===== src/rtl/dac_pkg.sv =====
// Shared definitions for the pwm_dac block: register indices, CTRL bit
// positions, modulator mode encoding and the byte-strobe merge helper.
package dac_pkg;

  localparam logic [1:0] ADDR_CTRL     = 2'd0;
  localparam logic [1:0] ADDR_PRESCALE = 2'd1;
  localparam logic [1:0] ADDR_STATUS   = 2'd2;

  localparam int CTRL_EN   = 0;
  localparam int CTRL_MODE = 1;
  localparam int CTRL_INV  = 2;
  localparam int CTRL_W    = 3;

  typedef enum logic {
    MODE_PWM = 1'b0,
    MODE_SD  = 1'b1
  } mode_t;

  // Replace only the bytes whose write strobe is set.
  function automatic logic [31:0] apply_wstrb(input logic [31:0] cur,
                                              input logic [31:0] wdata,
                                              input logic [3:0]  wstrb);
    logic [31:0] res;
    res = cur;
    for (int i = 0; i < 4; i++) begin
      if (wstrb[i]) res[8*i +: 8] = wdata[8*i +: 8];
    end
    return res;
  endfunction

endpackage


===== src/rtl/dac_prescaler.sv =====
// Tick generator: counts 0..limit and asserts tick in the cycle the count
// equals limit, then wraps. clear forces the count to 0 and suppresses tick.
module dac_prescaler
  import dac_pkg::*;
#(
  parameter int W = 16
) (
  input  logic         clk,
  input  logic         reset,
  input  logic         clear,
  input  logic [W-1:0] limit,
  output logic         tick
);

  localparam logic [W-1:0] CNT_ONE = W'(1);

  logic [W-1:0] cnt_q, cnt_d;

  // Next count and tick; a tick or a clear restarts the count at 0.
  always_comb begin
    tick  = !clear && (cnt_q == limit);
    cnt_d = cnt_q + CNT_ONE;
    if (clear || tick) cnt_d = '0;
  end

  // Counter register.
  always_ff @(posedge clk) begin
    if (reset) cnt_q <= '0;
    else       cnt_q <= cnt_d;
  end

endmodule


===== src/rtl/pwm_dac.sv =====
// 1-bit DAC output stage: CSR decode, double-buffered PWM modulator and
// first-order sigma-delta modulator sharing one prescaler tick.
module pwm_dac
  import dac_pkg::*;
#(
  parameter int PRESCALE_W = 16,
  parameter int SAMPLE_W   = 8
) (
  input  logic                clk,
  input  logic                reset,
  input  logic                valid,
  output logic                ready,
  input  logic [3:0]          wstrb,
  input  logic [31:0]         addr,
  input  logic [31:0]         wdata,
  output logic [31:0]         rdata,
  input  logic [SAMPLE_W-1:0] in,
  output logic                dac_out,
  output logic                period_start
);

  localparam logic [SAMPLE_W-1:0] CNT_ONE = SAMPLE_W'(1);

  logic [CTRL_W-1:0]     ctrl_q, ctrl_d;
  logic [PRESCALE_W-1:0] prescale_q, prescale_d;
  logic [SAMPLE_W-1:0]   pwm_cnt_q, pwm_cnt_d;
  logic [SAMPLE_W-1:0]   shadow_q, shadow_d;
  logic [SAMPLE_W:0]     acc_q, acc_d;
  logic                  dac_q, dac_d;
  logic                  ps_q, ps_d;
  logic                  ready_q, ready_d;
  logic [31:0]           rdata_q, rdata_d;

  logic [1:0]            reg_idx;
  logic                  wr_en;
  logic                  csr_wr;
  logic                  enable;
  logic                  invert;
  mode_t                 mode;
  logic                  tick;
  logic                  pre_clear;
  logic [31:0]           cur_val;
  logic [31:0]           wr_val;
  logic [31:0]           rd_val;
  logic [SAMPLE_W-1:0]   cnt_nxt;
  logic [SAMPLE_W-1:0]   shadow_nxt;
  logic [SAMPLE_W:0]     acc_sum;

  // Bits of the bus that carry no information for this block.
  logic unused_bits;
  assign unused_bits = ^{addr[31:4], addr[1:0], wr_val[31:PRESCALE_W], acc_q[SAMPLE_W]};

  // CSR decode: register writes with byte strobes, read mux, bus handshake.
  always_comb begin
    reg_idx = addr[3:2];
    wr_en   = valid && (wstrb != 4'b0000);
    csr_wr  = wr_en && ((reg_idx == ADDR_CTRL) || (reg_idx == ADDR_PRESCALE));
    enable  = ctrl_q[CTRL_EN];
    invert  = ctrl_q[CTRL_INV];
    mode    = mode_t'(ctrl_q[CTRL_MODE]);

    case (reg_idx)
      ADDR_CTRL:     rd_val = 32'(ctrl_q);
      ADDR_PRESCALE: rd_val = 32'(prescale_q);
      ADDR_STATUS:   rd_val = 32'(shadow_q) | (32'(pwm_cnt_q) << 8) | (32'(dac_q) << 16);
      default:       rd_val = 32'h0;
    endcase

    cur_val = (reg_idx == ADDR_CTRL) ? 32'(ctrl_q) : 32'(prescale_q);
    wr_val  = apply_wstrb(cur_val, wdata, wstrb);

    ctrl_d     = ctrl_q;
    prescale_d = prescale_q;
    if (wr_en && (reg_idx == ADDR_CTRL))     ctrl_d     = wr_val[CTRL_W-1:0];
    if (wr_en && (reg_idx == ADDR_PRESCALE)) prescale_d = wr_val[PRESCALE_W-1:0];

    ready_d = valid;
    rdata_d = valid ? rd_val : rdata_q;
  end

  // The prescaler restarts on any configuration change and idles while disabled.
  assign pre_clear = csr_wr || !enable;

  dac_prescaler #(
    .W (PRESCALE_W)
  ) u_prescaler (
    .clk   (clk),
    .reset (reset),
    .clear (pre_clear),
    .limit (prescale_q),
    .tick  (tick)
  );

  // Modulators: state advances only on tick; config writes and disable zero it.
  always_comb begin
    pwm_cnt_d  = pwm_cnt_q;
    shadow_d   = shadow_q;
    acc_d      = acc_q;
    dac_d      = dac_q;
    ps_d       = 1'b0;
    cnt_nxt    = pwm_cnt_q + CNT_ONE;
    shadow_nxt = shadow_q;
    acc_sum    = {1'b0, acc_q[SAMPLE_W-1:0]} + {1'b0, in};

    if (csr_wr || !enable) begin
      pwm_cnt_d = '0;
      shadow_d  = '0;
      acc_d     = '0;
      dac_d     = 1'b0;
    end else if (tick) begin
      case (mode)
        MODE_PWM: begin
          // The sample is latched only at the period boundary so that a
          // mid-period change on `in` cannot distort the running period.
          if (cnt_nxt == '0) begin
            shadow_nxt = in;
            ps_d       = 1'b1;
          end
          pwm_cnt_d = cnt_nxt;
          shadow_d  = shadow_nxt;
          dac_d     = (cnt_nxt < shadow_nxt) ^ invert;
        end
        MODE_SD: begin
          // Carry out of the sample-width accumulator is the 1-bit output.
          acc_d    = acc_sum;
          shadow_d = in;
          dac_d    = acc_sum[SAMPLE_W] ^ invert;
          ps_d     = 1'b1;
        end
        default: ;
      endcase
    end
  end

  // State registers.
  always_ff @(posedge clk) begin
    if (reset) begin
      ctrl_q     <= '0;
      prescale_q <= '0;
      pwm_cnt_q  <= '0;
      shadow_q   <= '0;
      acc_q      <= '0;
      dac_q      <= 1'b0;
      ps_q       <= 1'b0;
      ready_q    <= 1'b0;
      rdata_q    <= '0;
    end else begin
      ctrl_q     <= ctrl_d;
      prescale_q <= prescale_d;
      pwm_cnt_q  <= pwm_cnt_d;
      shadow_q   <= shadow_d;
      acc_q      <= acc_d;
      dac_q      <= dac_d;
      ps_q       <= ps_d;
      ready_q    <= ready_d;
      rdata_q    <= rdata_d;
    end
  end

  assign ready        = ready_q;
  assign rdata        = rdata_q;
  assign dac_out      = dac_q;
  assign period_start = ps_q;

endmodule


===== config.mk =====
export PLATFORM = sky130hd
export DESIGN_NAME = pwm_dac
export DESIGN_NICKNAME = d
export VERILOG_FILES = /design/src/rtl/dac_pkg.sv /design/src/rtl/dac_prescaler.sv /design/src/rtl/pwm_dac.sv
export SDC_FILE = /design/constraint.sdc
export NUM_CORES = 1
export LEC_CHECK = 0
export CORE_ASPECT_RATIO = 0.7
export CORE_UTILIZATION = 50
export CTS_CLUSTER_SIZE = 28
export DETAILED_ROUTE_END_ITERATION = 7
export GPL_ROUTABILITY_DRIVEN = 0
export PLACE_DENSITY = 0.82
export SLEW_MARGIN = 0
export SYNTH_ARGS = -nofsm -noshare
export SYNTH_HDL_FRONTEND = slang
export SYNTH_SLANG_ARGS = --single-unit

===== constraint.sdc =====
create_clock -name clk -period 4.7 [get_ports clk]
set_input_delay 0.94 -clock clk [delete_from_list [all_inputs] [get_ports clk]]
set_output_delay 0.94 -clock clk [all_outputs]
set_load 0.005 [all_outputs]

After elaboration in Yosys (flattened, before gate mapping)
Cells that the tools add are included.
Operators by class
  $add $sub $neg: 3
  order comparisons: 1
  equality and inequality tests: 3
  multiplexer cells: 12
  bitwise operators: 6
  reduce and logical (&&, ||, !) cells: 22
Operators with widths (number)
  $pmux 17 s3: 1
  $mux 8: 6
  $or 16x17->17: 1
  $add 16x1->16 const B: 1
  $eq 16x16->1: 1
  $mux 16: 1
  $or 8x16->16: 1
  $pmux 8 s2: 1
  $add 8x8->9: 1
  $add 8x1->8 const B: 1
  $logic_not 8->1: 1
  $lt 8x8->1: 1
  $reduce_and 2->1: 4
  $logic_and 1x1->1: 5
  $pmux 1 s2: 2
  $reduce_bool 2->1: 2
  $reduce_bool 4->1: 1
  $reduce_or 2->1: 2
  $logic_or 1x1->1: 3
  $reduce_or 3->1: 1
  $eq 2x1->1 const B: 1
  $eq 2x2->1 const B: 1
  $logic_not 1->1: 2
  $logic_not 2->1: 1
  3 further kinds: 5
Storage, ports and cells
  register bits after elaboration: 94
  input port bits: 79
  output and inout port bits: 35
  logic and storage cells: 59

Depth between registers and ports, before layout
  depth after elaboration: 11
  mapped depth: 14
  mapped depth without buffers: 13

Hierarchy
Synthesis repeated with hierarchy kept, for this count alone.
Second synthesis, totals
  cells, all modules: 509
  area, all modules: 4347.9 um2
By module, submodules not included
  pwm_dac: instances 1, cells an instance 406, area an instance 3429.5 um2, seq. area each 1261.2 um2
  dac_prescaler: instances 1, cells an instance 103, area an instance 918.4 um2, seq. area each 320.3 um2

Least setup slack after synthesis
OpenSTA, ideal clock, no wires.
  kind: reg-to-reg
  start: register pwm_cnt_q[2]
  end: register dac_q, in the netlist dac_out
  library setup time: 0.124 ns
  arrival time: 2.717 ns
  data required time: 4.576 ns
  setup slack: 1.859 ns
  cell stages (with the launch flop): 14
  path buffers: 2
  clock period less this slack: 2.841 ns
  cell sequence: dfxtp_1 -> buf_2 -> nand3_1 -> o21ai_0 -> a21o_1 -> buf_6 -> mux2i_1 -> ha_1 -> a21o_1 -> a2111oi_0 -> o211a_1 -> o21a_1 -> o311a_1 -> nor3b_1
Between the ends
  longest elaborated chain between the ends: 9
RTL lines
  from (decl): RTL line pwm_dac.sv:26  | logic [SAMPLE_W-1:0] pwm_cnt_q, pwm_cnt_d;
  from (signal assigned): RTL line pwm_dac.sv:150  | pwm_cnt_q <= pwm_cnt_d;
  $add 8x1->8 (*): RTL line pwm_dac.sv:101  | cnt_nxt = pwm_cnt_q + CNT_ONE;
  $logic_not 8->1: RTL line pwm_dac.sv:115  | if (cnt_nxt == '0) begin
  $mux 8: RTL line pwm_dac.sv:115
  $mux 8: RTL line pwm_dac.sv:111  | case (mode)
  $mux 8: RTL line pwm_dac.sv:110  | end else if (tick) begin
  $mux 8: RTL line pwm_dac.sv:105  | if (csr_wr || !enable) begin
  $lt 8x8->1 (*): RTL line pwm_dac.sv:121  | dac_d = (cnt_nxt < shadow_nxt) ^ invert;
  $xor 1x1->1 (*): RTL line pwm_dac.sv:121
  $pmux 1 s2 (*): RTL line pwm_dac.sv:111
  to (signal assigned): RTL line pwm_dac.sv:143  | dac_q <= 1'b0;
  to (signal assigned): RTL line pwm_dac.sv:153  | dac_q <= dac_d;
  to (decl): RTL line pwm_dac.sv:29  | logic dac_q, dac_d;
Every way passes the cells marked *; elsewhere a longest branch is shown, timed or not. The select of a mux whose other input is x is not followed.
A chain may end at the register's enable or synchronous reset.

Worst setup path in the final report
  start: register pwm_cnt_q[0]
  end: register dac_q, in the netlist dac_out
The elaborated chain is that of the path after synthesis.

==> flow_summary_export.csv <==
group,metric,value,unit
outcome,status,"complete, but fails checks",
outcome,violations,"DRC",
hold_path,hold_depth,1,
synth,synth-main-ff-cell,"dfxtp_1",
clock_network,postCtsSetupBuffers,0,
sta,fin_setup_tns,0,ps
hold_path,min_from,"u_prescaler.cnt_q[0]$_SDFF_PP0_",
final_layout,fin_util,61.9,%
clock_network,cts_tree,"built",
synth,yosysSeqAreaShare,37.3,%
sta,worst_pin_slew,1110,ps
clock_network,clk_path_buf_depth,2,
placed_design,placed_cell_area,0.00470,sq mm
final_layout,drive_gt1_share,3.95,%
power,switching_share,23.9,%
worst_setup_path,start_kind,"flop",
power,powerDensity,293,mW/mm^2
synth,yosysTopAreaCell,"dfxtp_1",
sta,finalHoldViolations,0,
synth,netlist_instances,491,
clock_network,clkSinkCount,79,
detailed_routing,drt_pass1_iterations,7,
synth,synth_async_sr_flop_share,0,%
die,core,0.00804,sq mm
worst_setup_path,r2r_end,"dac_out$_SDFFE_PP0P_",
worst_setup_path,path_max_fanout,10,
sta,rsz0062_at_grt,"no",
worst_setup_path,critPathRequiredTime,4920,ps
global_route,gr-total-overflow,0,
clock_network,clock-root-buffer,"clkbuf_16",
worst_setup_path,endpoint_kind,"flop",
detailed_routing,post_drt_wl_per_cell,16.6,microns
die,die_w,112,microns
detailed_routing,initialDrtViolationCount,215,
power,switchingPower,0.000348,W
detailed_routing,final_antenna_net_count,0,
final_layout,fillers,685,
power,p_comb_share,8.3,%
run,maxCapViolations,0,
clock_network,clock_latency,340,ps
placed_design,dpl_worst_slack,1150,ps
global_route,grt_pass1_wl,16800,microns
clock_network,clkSlewWorstSetupHoldPaths,60,ps
power,p_clk_share,44.4,%
global_route,grt_max_degree,40,
worst_setup_path,crit_type,"reg2reg",
detailed_routing,wl,10500,microns
sta,timing.final.ws_setup,1080,ps
die,fp.dieH,79.0,microns
sta,setup_viol,0,
sta,relSlewSlack,26.0,%
detailed_routing,vias,3590,
power,peakVddDrop,0.000168,V
die,io-pin-count,114,
power,internal-power,0.00111,W
synth,synth_area,0.00424,sq mm
clock_network,ctsHoldBuffers,0,
worst_setup_path,regToRegSetupSlack,1080,ps
sta,period_minus_slack,3620,ps
detailed_routing,vias_per_cell,5.68,
hold_path,min_path_type,"reg2reg",
worst_setup_path,r2r_cells,11,
sta,fmax,276,MHz
power,p_leak,1.95,nW
final_layout,diodes,0,
placed_design,dpl.hpwl,7560,microns
worst_setup_path,arrival,3830,ps
global_route,grt_pass1_vias,3378,
die,initial_core_util,52.7,%
sta,finalMaxSlewViolations,0,
synth,yosysUniqueCellTypes,43,
synth,yosys_warnings,0,
sta,finClkSkew,9.82,ps
synth,synthTopCellsByArea,"dfxtp_1 (37%), mux2i_1 (7.8%), nor2_1 (6.7%)",
final_layout,syn_to_final_growth,17.4,%
synth,avgSynthCellArea,8.63,sq um
global_route,antenna_found_initial,0,
synth,ys_ff_latch,79,
final_layout,final_net_count,624,
placed_design,port_buffers,52,
clock_network,cts_max_level,3,
die,rows,27,
synth,synth_enable_flop_cells,0,
detailed_routing,drc_errors,5,
final_layout,design_area,0.00497,sq mm
synth,synth_top_area_share,37.3,%
clock_network,cts.repair.resized,0,
sta,fin_crit_sh,77.0,%
global_route,gr-usage-all-layers,24.7,%
clock_network,cts_buffers,9,
worst_setup_path,reg2reg_from,"pwm_cnt_q[0]$_SDFFE_PP0P_",
die,design.die.area,0.00885,sq mm
power,seq_power_share,47.3,%
hold_path,min_to,"u_prescaler.cnt_q[0]$_SDFF_PP0_",
==> registers in the layout, summed over array words and instances (netlist names), 3 cells and up <==
name and count:
acc_q 8, ctrl_q 3, prescale_q 16, pwm_cnt_q 8, rdata 17, shadow_q 8
u_prescaler.cnt_q 16
==> stage by stage <==
| step | total power [W] | instances | hold slack (ps) |
|---|---|---|---|
| 2_1_floorplan | 0.000772 | 505 | 435 |
| 3_3_place_gp | 0.000819 | 617 | 448 |
| 3_5_place_dp | 0.000823 | 617 | 457 |
| 4_1_cts | 0.00146 | 632 | 477 |
| 5_1_grt | 0.00151 | 632 | 494 |
| 6_report | 0.00146 | 632 | 477 |
==> cells by family after synthesis <==
group / count (synthesis) / share of synthesized area [%]
simple gates: 174 / 19.1
compound gates: 86 / 13.6
flops: 79 / 37.3
buf+inv: 54 / 7.09
xor+xnor: 46 / 9.51
mux: 33 / 7.80
fa+ha+maj: 18 / 5.49
other cells: 1 / 0.0885
==> Yosys cell counts (all sizes together), types with 5 or more instances <==
cell,number
a211oi,19
a21oi,26
a22oi,13
and3,5
buf,28
clkbuf,17
dfxtp,79
ha,17
inv,9
mux2i,33
nand2,37
nand3,12
nand4,7
nor2,76
nor2b,6
nor4,13
o21ai,8
xnor2,17
xor2,29
==> cells in the final DEF (no fill, tap or decap), types with 4 or more instances in the layout <==
master / synthesis / layout
a21oi_1: 26 / 26
conb_1: 1 / 15
clkdlybuf4s50_1: 0 / 52
o21a_1: 4 / 4
nor4_1: 13 / 13
nand2_1: 37 / 37
buf_4: 15 / 4
o21ai_0: 8 / 8
inv_1: 9 / 9
nand3_1: 12 / 12
a22oi_1: 13 / 13
dfxtp_1: 79 / 79
xnor2_1: 17 / 17
xor2_1: 29 / 29
and3_1: 5 / 5
nor2b_1: 6 / 6
nand4_1: 7 / 7
nor2_1: 76 / 76
a211oi_1: 19 / 19
mux2i_1: 33 / 33
o31a_1: 4 / 4
a21o_1: 4 / 4
ha_1: 17 / 17
clkbuf_16: 0 / 9
==> layout make-up <==
class                      instances  area, sq um  share of cell area [%]
clock buffer                      11          243                    4.88
sequential                        79         1580                    31.8
clock inverter                     4         32.5                   0.654
timing repair buffer              56          551                    11.1
tap                              101          126                    2.54
multi-input combinational        372         2410                    48.4
inverter                           9         33.8                   0.679
==> worst max-delay path, stage by stage (launching register included) <==
cell and delay, ps:
dfxtp_1 510, nand3_1 220, o21ai_0 400, a21o_1 480, mux2i_1 280, ha_1 290, and4_1 210, a2111oi_0 510
o211a_1 230, o21a_1 150, o311a_1 170, nor3b_1 50
==> power by group through the flow <==
stage               Clock [W]  Combinational [W]  Sequential, W
floorplan                   0          0.0000703       0.000702
global placement            0           0.000116       0.000703
detailed placement          0           0.000120       0.000703
CTS                  0.000654           0.000121       0.000689
global route         0.000685           0.000132       0.000690
finish               0.000647           0.000121       0.000689
==> routing by layer <==
layer	share of wire, %	routed length, microns	vias to the layer above	GRT usage [%]
met5	0	0	-	0
met4	2.3	236	0	9.73
met3	6.3	664	23	6.18
met2	45	4690	117	39.9
met1	47	4890	1701	31.9
li1	-	-	1749	-
==> how the worst max path moves through the flow <==
stage	start	to	slack [ps]	cells after the start
5_1_grt	pwm_cnt_q[0]$_SDFFE_PP0P_	dac_out$_SDFFE_PP0P_	720	11
2_1_floorplan	pwm_cnt_q[2]$_SDFFE_PP0P_	dac_out$_SDFFE_PP0P_	1860	13
3_5_place_dp	valid	dac_out$_SDFFE_PP0P_	1150	7
6_report	pwm_cnt_q[0]$_SDFFE_PP0P_	dac_out$_SDFFE_PP0P_	1080	11
4_1_cts	pwm_cnt_q[0]$_SDFFE_PP0P_	dac_out$_SDFFE_PP0P_	1140	11
3_3_place_gp	valid	dac_out$_SDFFE_PP0P_	1230	7
No activity file was read; power rests on OpenSTA's default activity.
